`src/rtl/slip_bus_sequencer_pkg.sv`:
```
// ---------------------------------------------------------------------------
// slip_bus_pkg
// Shared definitions for the Slipstream bus sequencer:
//   REQ_*    requester bit positions in Req/Gnt/Ack
//   state_e  sequencer states
//   rgn_e    decoded address regions
//   ws_of()  region -> wait-state count
// ---------------------------------------------------------------------------
package slip_bus_pkg;

    localparam int REQ_CPU = 0;
    localparam int REQ_BLT = 1;
    localparam int REQ_DSP = 2;
    localparam int NUM_REQ = 3;

    // Wide enough for any sane wait-state parameter.
    localparam int WAIT_W  = 8;

    typedef enum logic [1:0] {
        IDLE   = 2'd0,
        ACCESS = 2'd1,
        TURN   = 2'd2
    } state_e;

    typedef enum logic [1:0] {
        RGN_RAM = 2'd0,
        RGN_ROM = 2'd1,
        RGN_IO  = 2'd2
    } rgn_e;

    function automatic logic [WAIT_W-1:0] ws_of(input rgn_e rgn, input int ram_ws,
                                                 input int rom_ws, input int io_ws);
        logic [WAIT_W-1:0] ws;
        case (rgn)
            RGN_ROM: ws = WAIT_W'(rom_ws);
            RGN_IO:  ws = WAIT_W'(io_ws);
            default: ws = WAIT_W'(ram_ws);
        endcase
        return ws;
    endfunction

endpackage

```
`src/rtl/slip_bus_sequencer_if.sv`:
```
// ---------------------------------------------------------------------------
// slip_bus_if
// Requester/memory side of the Slipstream bus.
//   Req/Lock/Addr*          driven by the requesters (master modport)
//   Gnt/Ack/MemAddr/*CsL    driven by the sequencer  (slave modport)
//   Busy                    sequencer not idle
// ---------------------------------------------------------------------------
interface slip_bus_if #(
    parameter int ADDR_W = 20
);
    logic [2:0]        Req;
    logic              Lock;
    logic [ADDR_W-1:0] AddrCpu;
    logic [ADDR_W-1:0] AddrBlt;
    logic [ADDR_W-1:0] AddrDsp;
    logic [2:0]        Gnt;
    logic [2:0]        Ack;
    logic [ADDR_W-1:0] MemAddr;
    logic              RamCsL;
    logic              RomCsL;
    logic              IoCsL;
    logic              Busy;

    modport master (
        output Req, Lock, AddrCpu, AddrBlt, AddrDsp,
        input  Gnt, Ack, MemAddr, RamCsL, RomCsL, IoCsL, Busy
    );

    modport slave (
        input  Req, Lock, AddrCpu, AddrBlt, AddrDsp,
        output Gnt, Ack, MemAddr, RamCsL, RomCsL, IoCsL, Busy
    );
endinterface

```
`src/rtl/slip_bus_sequencer_decode.sv`:
```
// ---------------------------------------------------------------------------
// slip_bus_decode
// Combinational region decode of the top address nibble.
//   i_addr_hi  Addr[ADDR_W-1 -: 4]
//   o_rgn      decoded region
//   o_sel      one-hot select {io, rom, ram}, active high
// Built from the same wide NAND terms as the macro decode gates: each
// region term is a NAND of the qualifying bits, RAM is the AND of "not ROM"
// and "not IO".
// ---------------------------------------------------------------------------
module slip_bus_decode
    import slip_bus_pkg::*;
(
    input  logic [3:0] i_addr_hi,
    output rgn_e       o_rgn,
    output logic [2:0] o_sel
);
    logic w_rom_n;
    logic w_io_n;

    assign w_rom_n = ~(i_addr_hi[3] & i_addr_hi[2]);
    assign w_io_n  = ~(i_addr_hi[3] & ~i_addr_hi[2] & ~i_addr_hi[1] & ~i_addr_hi[0]);

    assign o_sel = {~w_io_n, ~w_rom_n, w_rom_n & w_io_n};

    always_comb begin
        o_rgn = RGN_RAM;
        if (!w_rom_n)     o_rgn = RGN_ROM;
        else if (!w_io_n) o_rgn = RGN_IO;
    end
endmodule

```
`src/rtl/slip_bus_sequencer.sv`:
```
// ---------------------------------------------------------------------------
// slip_bus_sequencer
// Arbitrates the Slipstream memory bus between DSP, blitter and CPU, drives
// the registered address and active-low chip selects, inserts region wait
// states and pulses Ack to the owner on the last access cycle.
//   MasterClock  system clock
//   nReset       asynchronous active-low reset
//   bus          slip_bus_if.slave (Req/Lock/Addr* in; Gnt/Ack/MemAddr/
//                RamCsL/RomCsL/IoCsL/Busy out)
// ---------------------------------------------------------------------------
module slip_bus_sequencer
    import slip_bus_pkg::*;
#(
    parameter int ADDR_W    = 20,
    parameter int RAM_WS    = 0,
    parameter int ROM_WS    = 2,
    parameter int IO_WS     = 1,
    parameter int MAX_DEFER = 4
)(
    input  logic     MasterClock,
    input  logic     nReset,
    slip_bus_if.slave bus
);
    localparam int DEF_W = (MAX_DEFER < 1) ? 1 : $clog2(MAX_DEFER + 1);

    state_e            r_state, w_state_nxt;
    logic [2:0]        r_gnt,   w_gnt_nxt;
    logic [ADDR_W-1:0] r_addr,  w_addr_nxt;
    logic [2:0]        r_cs_n,  w_cs_n_nxt;     // {io, rom, ram}
    logic [WAIT_W-1:0] r_wait,  w_wait_nxt;
    logic [DEF_W-1:0]  r_defer, w_defer_nxt;

    logic              w_force;
    logic              w_last;
    logic              w_lock_go;
    logic              w_arb;
    logic [2:0]        w_win;
    logic [ADDR_W-1:0] w_win_addr;
    rgn_e              w_rgn;
    logic [2:0]        w_sel;

    // CPU has been passed over MAX_DEFER times and is still asking.
    assign w_force = (r_defer == DEF_W'(MAX_DEFER)) && bus.Req[REQ_CPU];

    // Last access cycle: Ack goes out here.
    assign w_last = (r_state == ACCESS) && (r_wait == '0);

    // Locked blitter with a request already pending re-enters ACCESS without
    // a TURN, unless the CPU starvation guard has tripped.
    assign w_lock_go = w_last && r_gnt[REQ_BLT] && bus.Lock &&
                       bus.Req[REQ_BLT] && !w_force;

    assign w_arb = ((r_state == IDLE) && (bus.Req != 3'b000)) || w_lock_go;

    always_comb begin
        w_win = 3'b000;
        if (r_state == ACCESS)        w_win[REQ_BLT] = 1'b1;  // only used by w_lock_go
        else if (w_force)             w_win[REQ_CPU] = 1'b1;
        else if (bus.Req[REQ_DSP])    w_win[REQ_DSP] = 1'b1;
        else if (bus.Req[REQ_BLT])    w_win[REQ_BLT] = 1'b1;
        else if (bus.Req[REQ_CPU])    w_win[REQ_CPU] = 1'b1;
    end

    always_comb begin
        w_win_addr = bus.AddrCpu;
        if (w_win[REQ_DSP])      w_win_addr = bus.AddrDsp;
        else if (w_win[REQ_BLT]) w_win_addr = bus.AddrBlt;
    end

    slip_bus_decode u_decode (
        .i_addr_hi (w_win_addr[ADDR_W-1 -: 4]),
        .o_rgn     (w_rgn),
        .o_sel     (w_sel)
    );

    always_comb begin
        w_state_nxt = r_state;
        w_gnt_nxt   = r_gnt;
        w_addr_nxt  = r_addr;
        w_cs_n_nxt  = r_cs_n;
        w_wait_nxt  = r_wait;
        w_defer_nxt = r_defer;

        if (w_arb) begin
            w_state_nxt = ACCESS;
            w_gnt_nxt   = w_win;
            w_addr_nxt  = w_win_addr;
            w_cs_n_nxt  = ~w_sel;
            w_wait_nxt  = ws_of(w_rgn, RAM_WS, ROM_WS, IO_WS);
            // Count grants that bypass a waiting CPU; saturate at the limit.
            if (w_win[REQ_CPU] || !bus.Req[REQ_CPU])
                w_defer_nxt = '0;
            else if (r_defer != DEF_W'(MAX_DEFER))
                w_defer_nxt = r_defer + 1'b1;
        end else begin
            case (r_state)
                IDLE: w_gnt_nxt = 3'b000;
                ACCESS: begin
                    if (r_wait == '0) begin
                        w_cs_n_nxt  = 3'b111;
                        w_state_nxt = TURN;
                    end else begin
                        w_wait_nxt = r_wait - 1'b1;
                    end
                end
                TURN:    w_state_nxt = IDLE;
                default: w_state_nxt = IDLE;
            endcase
        end
    end

    always_ff @(posedge MasterClock or negedge nReset) begin
        if (!nReset) begin
            r_state <= IDLE;
            r_gnt   <= 3'b000;
            r_addr  <= '0;
            r_cs_n  <= 3'b111;
            r_wait  <= '0;
            r_defer <= '0;
        end else begin
            r_state <= w_state_nxt;
            r_gnt   <= w_gnt_nxt;
            r_addr  <= w_addr_nxt;
            r_cs_n  <= w_cs_n_nxt;
            r_wait  <= w_wait_nxt;
            r_defer <= w_defer_nxt;
        end
    end

    assign bus.Gnt     = r_gnt;
    assign bus.Ack     = w_last ? r_gnt : 3'b000;
    assign bus.MemAddr = r_addr;
    assign bus.RamCsL  = r_cs_n[0];
    assign bus.RomCsL  = r_cs_n[1];
    assign bus.IoCsL   = r_cs_n[2];
    assign bus.Busy    = (r_state != IDLE);

endmodule
```
`src/flat_wrapper.sv`:
```
// flat-port wrapper written by rule: the top's interface ports become plain ports
module slip_bus_sequencer_flat import slip_bus_pkg::*;
#(
    parameter int ADDR_W    = 20,
    parameter int RAM_WS    = 0,
    parameter int ROM_WS    = 2,
    parameter int IO_WS     = 1,
    parameter int MAX_DEFER = 4
)
  (MasterClock, nReset, bus_Req, bus_Lock, bus_AddrCpu, bus_AddrBlt, bus_AddrDsp, bus_Gnt, bus_Ack, bus_MemAddr, bus_RamCsL, bus_RomCsL, bus_IoCsL, bus_Busy);
  slip_bus_if #(.ADDR_W(ADDR_W)) bus_i ();
  input  logic MasterClock;
  input  logic nReset;
  input wire logic [$bits(bus_i.Req)-1:0] bus_Req;
  input wire logic [$bits(bus_i.Lock)-1:0] bus_Lock;
  input wire logic [$bits(bus_i.AddrCpu)-1:0] bus_AddrCpu;
  input wire logic [$bits(bus_i.AddrBlt)-1:0] bus_AddrBlt;
  input wire logic [$bits(bus_i.AddrDsp)-1:0] bus_AddrDsp;
  output wire logic [$bits(bus_i.Gnt)-1:0] bus_Gnt;
  output wire logic [$bits(bus_i.Ack)-1:0] bus_Ack;
  output wire logic [$bits(bus_i.MemAddr)-1:0] bus_MemAddr;
  output wire logic [$bits(bus_i.RamCsL)-1:0] bus_RamCsL;
  output wire logic [$bits(bus_i.RomCsL)-1:0] bus_RomCsL;
  output wire logic [$bits(bus_i.IoCsL)-1:0] bus_IoCsL;
  output wire logic [$bits(bus_i.Busy)-1:0] bus_Busy;
  assign bus_i.Req = bus_Req;
  assign bus_i.Lock = bus_Lock;
  assign bus_i.AddrCpu = bus_AddrCpu;
  assign bus_i.AddrBlt = bus_AddrBlt;
  assign bus_i.AddrDsp = bus_AddrDsp;
  assign bus_Gnt = bus_i.Gnt;
  assign bus_Ack = bus_i.Ack;
  assign bus_MemAddr = bus_i.MemAddr;
  assign bus_RamCsL = bus_i.RamCsL;
  assign bus_RomCsL = bus_i.RomCsL;
  assign bus_IoCsL = bus_i.IoCsL;
  assign bus_Busy = bus_i.Busy;
  slip_bus_sequencer #(.ADDR_W(ADDR_W), .RAM_WS(RAM_WS), .ROM_WS(ROM_WS), .IO_WS(IO_WS), .MAX_DEFER(MAX_DEFER)) u_core (.MasterClock(MasterClock), .nReset(nReset), .bus(bus_i));
endmodule
```
`config.mk`:
```
export PLATFORM = sky130hd
export DESIGN_NAME = slip_bus_sequencer_flat
export DESIGN_NICKNAME = d
export VERILOG_FILES = /design/src/rtl/slip_bus_sequencer_pkg.sv /design/src/rtl/slip_bus_sequencer_if.sv /design/src/rtl/slip_bus_sequencer_decode.sv /design/src/rtl/slip_bus_sequencer.sv /design/src/flat_wrapper.sv
export SDC_FILE = /design/constraint.sdc
export NUM_CORES = 1
export LEC_CHECK = 0
export ABC_CLOCK_PERIOD_IN_PS = 2910
export BUFFER_PORTS_ARGS = -buffer_cell sky130_fd_sc_hd__buf_2
export CORE_MARGIN = 10
export CORE_UTILIZATION = 50
export CTS_BUF_LIST = sky130_fd_sc_hd__clkbuf_2 sky130_fd_sc_hd__clkbuf_4 sky130_fd_sc_hd__clkbuf_8
export CTS_CLUSTER_SIZE = 20
export DETAILED_ROUTE_END_ITERATION = 7
export PLACE_DENSITY = 0.79
export SYNTH_ARGS = -nofsm -noshare
export SYNTH_HDL_FRONTEND = slang
export SYNTH_SLANG_ARGS = --single-unit
```
`constraint.sdc`:
```
create_clock -name MasterClock -period 2.91 [get_ports MasterClock]
set_clock_uncertainty 0.2 [all_clocks]
set_input_delay 0.291 -clock MasterClock [delete_from_list [all_inputs] [get_ports MasterClock]]
set_output_delay 0.291 -clock MasterClock [all_outputs]
set_load 0.05 [all_outputs]
```
* Yosys cells after proc, flatten, opt, wreduce, memory -nomap -nowiden
Cells that the tools add are included.
** Cells by class
- Add/sub/neg operators :: 2
- Eq/ne operators :: 8
- Multiplexer cells :: 29
- Bitwise operators :: 11
- Reduce and logical (&&, ||, !) cells :: 23
** Operator list (number)
- two-way mux 20 bit :: 2
- two-way mux 3 bit :: 8
- two-way mux 8 bit :: 3
- two-way mux 2 bit :: 6
- nonzero test 2 bit :: 5
- zero test 8 bit :: 1
- two-way mux 1 bit :: 8
- case mux 2 bit (2 select lines) :: 2
- AND reduction 2 bit :: 4
- subtractor 8 x 1 -> 8 bit (second input constant) :: 1
- logical AND 1 bit :: 7
- bitwise AND 1 bit :: 5
- NOT 1 bit :: 5
- equality test 2 x 1 -> 1 bit (second input constant) :: 2
- inequality test 2 x 1 -> 1 bit (second input constant) :: 2
- adder 3 x 1 -> 3 bit (second input constant) :: 1
- equality test 3 bit (second input constant) :: 1
- inequality test 3 x 2 -> 1 bit (second input constant) :: 1
- inequality test 3 bit (second input constant) :: 1
- NOT 3 bit :: 1
- nonzero test 3 bit :: 1
- equality test 2 bit (second input constant) :: 1
- zero test 1 bit :: 2
- zero test 2 bit :: 1
- logical OR 1 bit :: 2
** Storage, ports and cells
- Flip-flop bits (word level) :: 39
- Word-level logic and storage cells :: 79

* Depth between registers and ports, before layout
- Word-level depth :: 16
- Gate-level depth with buffers :: 9

* Hierarchy
From an unflattened synthesis, not the netlist that was laid out.
** Unflattened totals
- Cells, all modules :: 334
- Area total of the unflattened synthesis :: 2657.5 um2
** Modules (own cells, without submodules)
- slip_bus_sequencer :: times used 1, cells each 328, area an instance 2616.3 um2, sequential area each 979.7 um2
- slip_bus_decode :: times used 1, cells each 6, area an instance 41.3 um2, sequential area each 0.0 um2

* Least setup slack after synthesis
OpenSTA, ideal clock, no wires.
- Path kind :: register to register
- Start :: register u_core.r_gnt[1] (netlist: u_core.bus.Gnt[1])
- End :: register u_core.r_addr[5] (netlist: u_core.bus.MemAddr[5])
- Data arrival time :: 1.883 ns
- Path slack :: 0.700 ns
- Stages on the path, launching flop included :: 7
- Cell sequence :: dfrtp_1 nand3_1 nor3_2 a41oi_4 nor2_8 buf_12 mux2_1
** Between the ends
- Word-level cells in the longest chain between the ends :: 5
** RTL lines
- from (decl) :: RTL line slip_bus_sequencer.sv:27 : logic [2:0] r_gnt, w_gnt_nxt;
- from (signal assigned) :: RTL line slip_bus_sequencer.sv:122 : r_gnt <= w_gnt_nxt;
- logical AND 1 bit (3 in a row) :: RTL line slip_bus_sequencer.sv:50 : assign w_lock_go = w_last && r_gnt[REQ_BLT] && bus.Lock &&
- logical AND 1 bit :: RTL line slip_bus_sequencer.sv:51 : bus.Req[REQ_BLT] && !w_force;
- logical OR 1 bit :: RTL line slip_bus_sequencer.sv:53 : assign w_arb = ((r_state == IDLE) && (bus.Req != 3'b000)) || w_lock_go;
- to (signal assigned) :: RTL line slip_bus_sequencer.sv:123 : r_addr <= w_addr_nxt;
- to (decl) :: RTL line slip_bus_sequencer.sv:28 : logic [ADDR_W-1:0] r_addr, w_addr_nxt;
Every way passes these cells.
A chain may end at the register's enable or synchronous reset.

* Final worst setup path
- Start :: register u_core.r_wait[4]
- End :: output bus_Ack[1]
** Between the ends
- Word-level cells in the longest chain between the ends :: 3
** RTL lines
- from (decl) :: RTL line slip_bus_sequencer.sv:30 : logic [WAIT_W-1:0] r_wait, w_wait_nxt;
- from (signal assigned) :: RTL line slip_bus_sequencer.sv:125 : r_wait <= w_wait_nxt;
- zero test 8 bit :: RTL line slip_bus_sequencer.sv:46 : assign w_last = (r_state == ACCESS) && (r_wait == '0);
- logical AND 1 bit :: RTL line slip_bus_sequencer.sv:46
- two-way mux 3 bit :: RTL line slip_bus_sequencer.sv:131 : assign bus.Ack = w_last ? r_gnt : 3'b000;
- to (decl) :: RTL line flat_wrapper.sv:20 : output wire logic [$bits(bus_i.Ack)-1:0] bus_Ack;
Every way passes these cells.

==> summary.md <==
| Metric | Value |
|---|---|
| Final setup margin | approximately 330 ps |
| Number of port buffers | 95 |
| Area occupied by multi-input gates | ~1300 um2 |
| Register area | a little under 1000 um2 |
| Total GRT Usage | between 15 and 20% |
| FILL cells | between 400 and 500 |
| Crit path max-delay family | simple AND/OR/NAND/NOR gates |
| Top cells by count, synth | dfrtp_1, nor2_1, mux2i_1 |
| Max-cap violations | 0 |
| Syn Inst Count | between 200 and 250 |
| Leakage | ~1.5 nW |
| Fin Setup TNS | 0 ps |
| Placed cell count | about 370 |
| Min Tclk post-route | around 2600 ps |
| EDFF count, synth | 0 |
| Final Non-Filler Cells | 378 |
| DR pass1 iterations | 4 |
| Worst slew margin | between 40% and 50% |
| TritonCTS Sinks | 39 |
| Outcome | finished, final reports clean |
| Mean Syn Cell Area | between 10 and 15 um2 |
| Via count of the first global-routing pass | approximately 2100 |
| CP arrival | about 2100 ps |
| Sequential area share after synthesis | between 40% and 50% |
| Combinational power share | slightly below 9% |
| Post-synth top area share | 37.6% |
| DR WL/cell | approximately 16 um |
| Final #Nets | around 390 |
| Period utilization | between 80 and 90% |
| Crit-path max FO | 7 |
| Fmax | 387 MHz |
| Synth top area cells | dfrtp_1, mux2i_1, mux2_4 |
| Slew @ Worst Pin | about 850 ps |
| IO Count | 96 |
| Largest net degree at the start of global routing | 40 |
| FP Rows | 25 |
| Hold Slack | between 100 and 150 ps |
| CTS Root Buffer Type | clkbuf_8 |
| Clock Tree Buf Depth | 2 |
| Detailed-route vias per instance | about 5.5 |
| Total inserted antenna cells | 0 |
| Hold Path Class | in -> reg |
| Crit Path Class | reg -> out |
| CTS buffer count | 5 |
| Setup Viol. Count Final | 0 |
| Core box area | about 4700 um2 |
| Die Area | 7960 um2 |
| Maximum vdd drop | around 210 uV |
| Most frequent cell after synthesis | dfrtp_1 |
| WHS Path Cells | 3 |
| CP Capture Type | output port |
| RePlAce Congestion | ~0.84 |
| Crit-path cells | nor4_4, and4_1, and2_1, buf_2 |
| Mapped Area | between 2000 and 2500 um2 |
| Crit path depth | 4 |
| Chip Height | approximately 90 um |
| Switching pwr | between 0.0002 and 0.00025 W |
| CTS clk-pin slew, worst paths | approximately 80 ps |
| Slew Limit Fails | 0 |
| Number of synthesis warnings | 0 |
| DRC Markers | 0 |
| Dpl cell area | 2900 um2 |
| Total Wirelength | just over 6 mm |
| Count of state elements after synthesis | 39 |
| Asr flop ratio synth | 100% |
| R2r setup slk | 470 ps |
| Dpl ws | 472 ps |
| Post-synthesis cell type with the largest combined area | dfrtp_1 |
| Width of the die | between 80 and 90 um |
| Grt total ovfl | 0 |
| Starting DRC count in detailed routing | about 100 |
| Final instance area | approximately 3000 um2 |
| First-pass GRT wire length | just under 10 mm |
| Cell Int Power | between 0.0007 and 0.0008 W |
| H-tree levels | 2 |
| Post-route ant nets | 0 |
| Reg2Reg Depth | 8 |
| Fin. Hold Viols | 0 |
| Synth unique cells | between 50 and 60 |
| Area Overhead vs Synth | 25.2% |
| Top_reg_cell synth | dfrtp_1 |
| Post-DP HPWL | ~4.8 mm |
| RSZ-0062 raised after global routing | no |
| Sw Ratio | about a quarter |
| Crit-path max cell delay | 480 ps |
| Initial antenna violation count | 0 |
| Crit path max-delay cell type | nor4_4 |
| Clk pwr share | between 30% and 40% |
| Initial Util | between 50 and 60% |
| Register share of total power | a little over half |
| Clock latency on the worst-skew pair | between 200 and 300 ps |
| Layout cell share with drive strength beyond 1 | 42.6% |
| CP required | around 2400 ps |
| CP Launch Type | flip-flop |
| CP Buf/Inv Count | 1 |
| Via count | between 2000 and 2500 |
| Power per cell area | 331 nW/um2 |
| TritonCTS clock tree | yes |
| Post-Syn Nets | between 200 and 300 |
## metal layers
| layer | up-vias | share of wire [%] | track usage, % |
|---|---|---|---|
| met2 | 85 | 48 | 24.9 |
| met1 | 948 | 42 | 18.9 |
| li1 | 1027 | - | - |
| met5 | - | 0 | 0 |
| met4 | 0 | 0.64 | 4.91 |
| met3 | 2 | 9.6 | 7.02 |
## final cells by class
cell class | instances | share of cell area [%]
clock inverters | 3 | 0.668
flip-flops and latches | 39 | 32.7
multi-input cells | 168 | 43.3
clock buffers | 5 | 2.29
inverters | 8 | 1.00
well taps | 54 | 2.25
repair buffers | 101 | 17.9
## flip-flops by register name, indices dropped and copies added (netlist names)
register and flops:
u_core.bus.MemAddr 20, u_core.r_wait 8, u_core.bus.Gnt 3, u_core.r_cs_n 3
u_core.r_defer 3, u_core.r_state 2
## worst paths after layout
check                                                      to                                from
max in group asynchronous        u_core.r_wait[6]$_DFFE_PN0P_                              nReset
hold / removal                  u_core.r_defer[1]$_DFFE_PN0P_                          bus_Req[0]
setup / recovery                                   bus_Ack[1]        u_core.r_wait[4]$_DFFE_PN0P_
hold reg to reg            u_core.bus.MemAddr[19]$_DFFE_PN0P_  u_core.bus.MemAddr[19]$_DFFE_PN0P_
min in group asynchronous       u_core.bus.Gnt[1]$_DFFE_PN0P_                              nReset
setup reg to reg            u_core.bus.MemAddr[2]$_DFFE_PN0P_       u_core.r_defer[0]$_DFFE_PN0P_
## what timing repair did
action                                 CTS  global route
buffers inserted                         0             0
hold buffers                             1             0
resized for setup                        0             0
endpoints found under the hold margin   36             0
## cell families after synthesis
group	after synthesis	synth area share, %
AND/OR/NAND/NOR	64	14.6
AO/OA/AOI/OAI	58	17.6
multiplexers	40	19.2
flip-flops	39	40.9
buffers and inverters	19	4.91
adder cells (fa/ha/maj)	4	2.09
XOR/XNOR	2	0.732
## cell usage in the layout, fill, tap and decap left out, types with 3 or more instances in the layout
cell type / count
a31oi_1: 4
ha_1: 4
mux2_4: 9
buf_4: 4
nand2_1: 13
buf_2: 95
o31ai_1: 3
nand3_1: 3
nor2_1: 23
a211o_1: 5
dfstp_2: 3
and2_1: 4
a211oi_1: 6
a21oi_1: 18
o21ai_0: 6
mux2i_1: 19
inv_1: 8
dfrtp_1: 36
mux2_1: 4
mux2_2: 8
clkbuf_8: 5
nand2b_1: 3
nor3_1: 4
## tightest hold or removal path, delay by kind of cell
kind,cells,cell delay (ps)
buf+inv,1,130
simple gates,1,70
mux,1,70
## power groups by stage
| stage | Combinational [W] | Clock (W) | Sequential [W] |
|---|---|---|---|
| 2_1_floorplan | 0.0000259 | 0 | 0.000552 |
| 3_3_place_gp | 0.0000846 | 0 | 0.000552 |
| 3_5_place_dp | 0.0000863 | 0 | 0.000552 |
| 4_1_cts | 0.0000879 | 0.000378 | 0.000542 |
| 5_1_grt | 0.0000977 | 0.000394 | 0.000542 |
| 6_report | 0.0000869 | 0.000364 | 0.000542 |
## per-stage QoR
step	util, %	total power [W]
5_1_grt	63.9	0.00103
4_1_cts	63.9	0.00101
6_report	63.9	0.000992
3_3_place_gp	61.8	0.000637
3_5_place_dp	61.8	0.000639
2_1_floorplan	-	0.000578
Note: power is estimated with default switching activity, not from simulation.
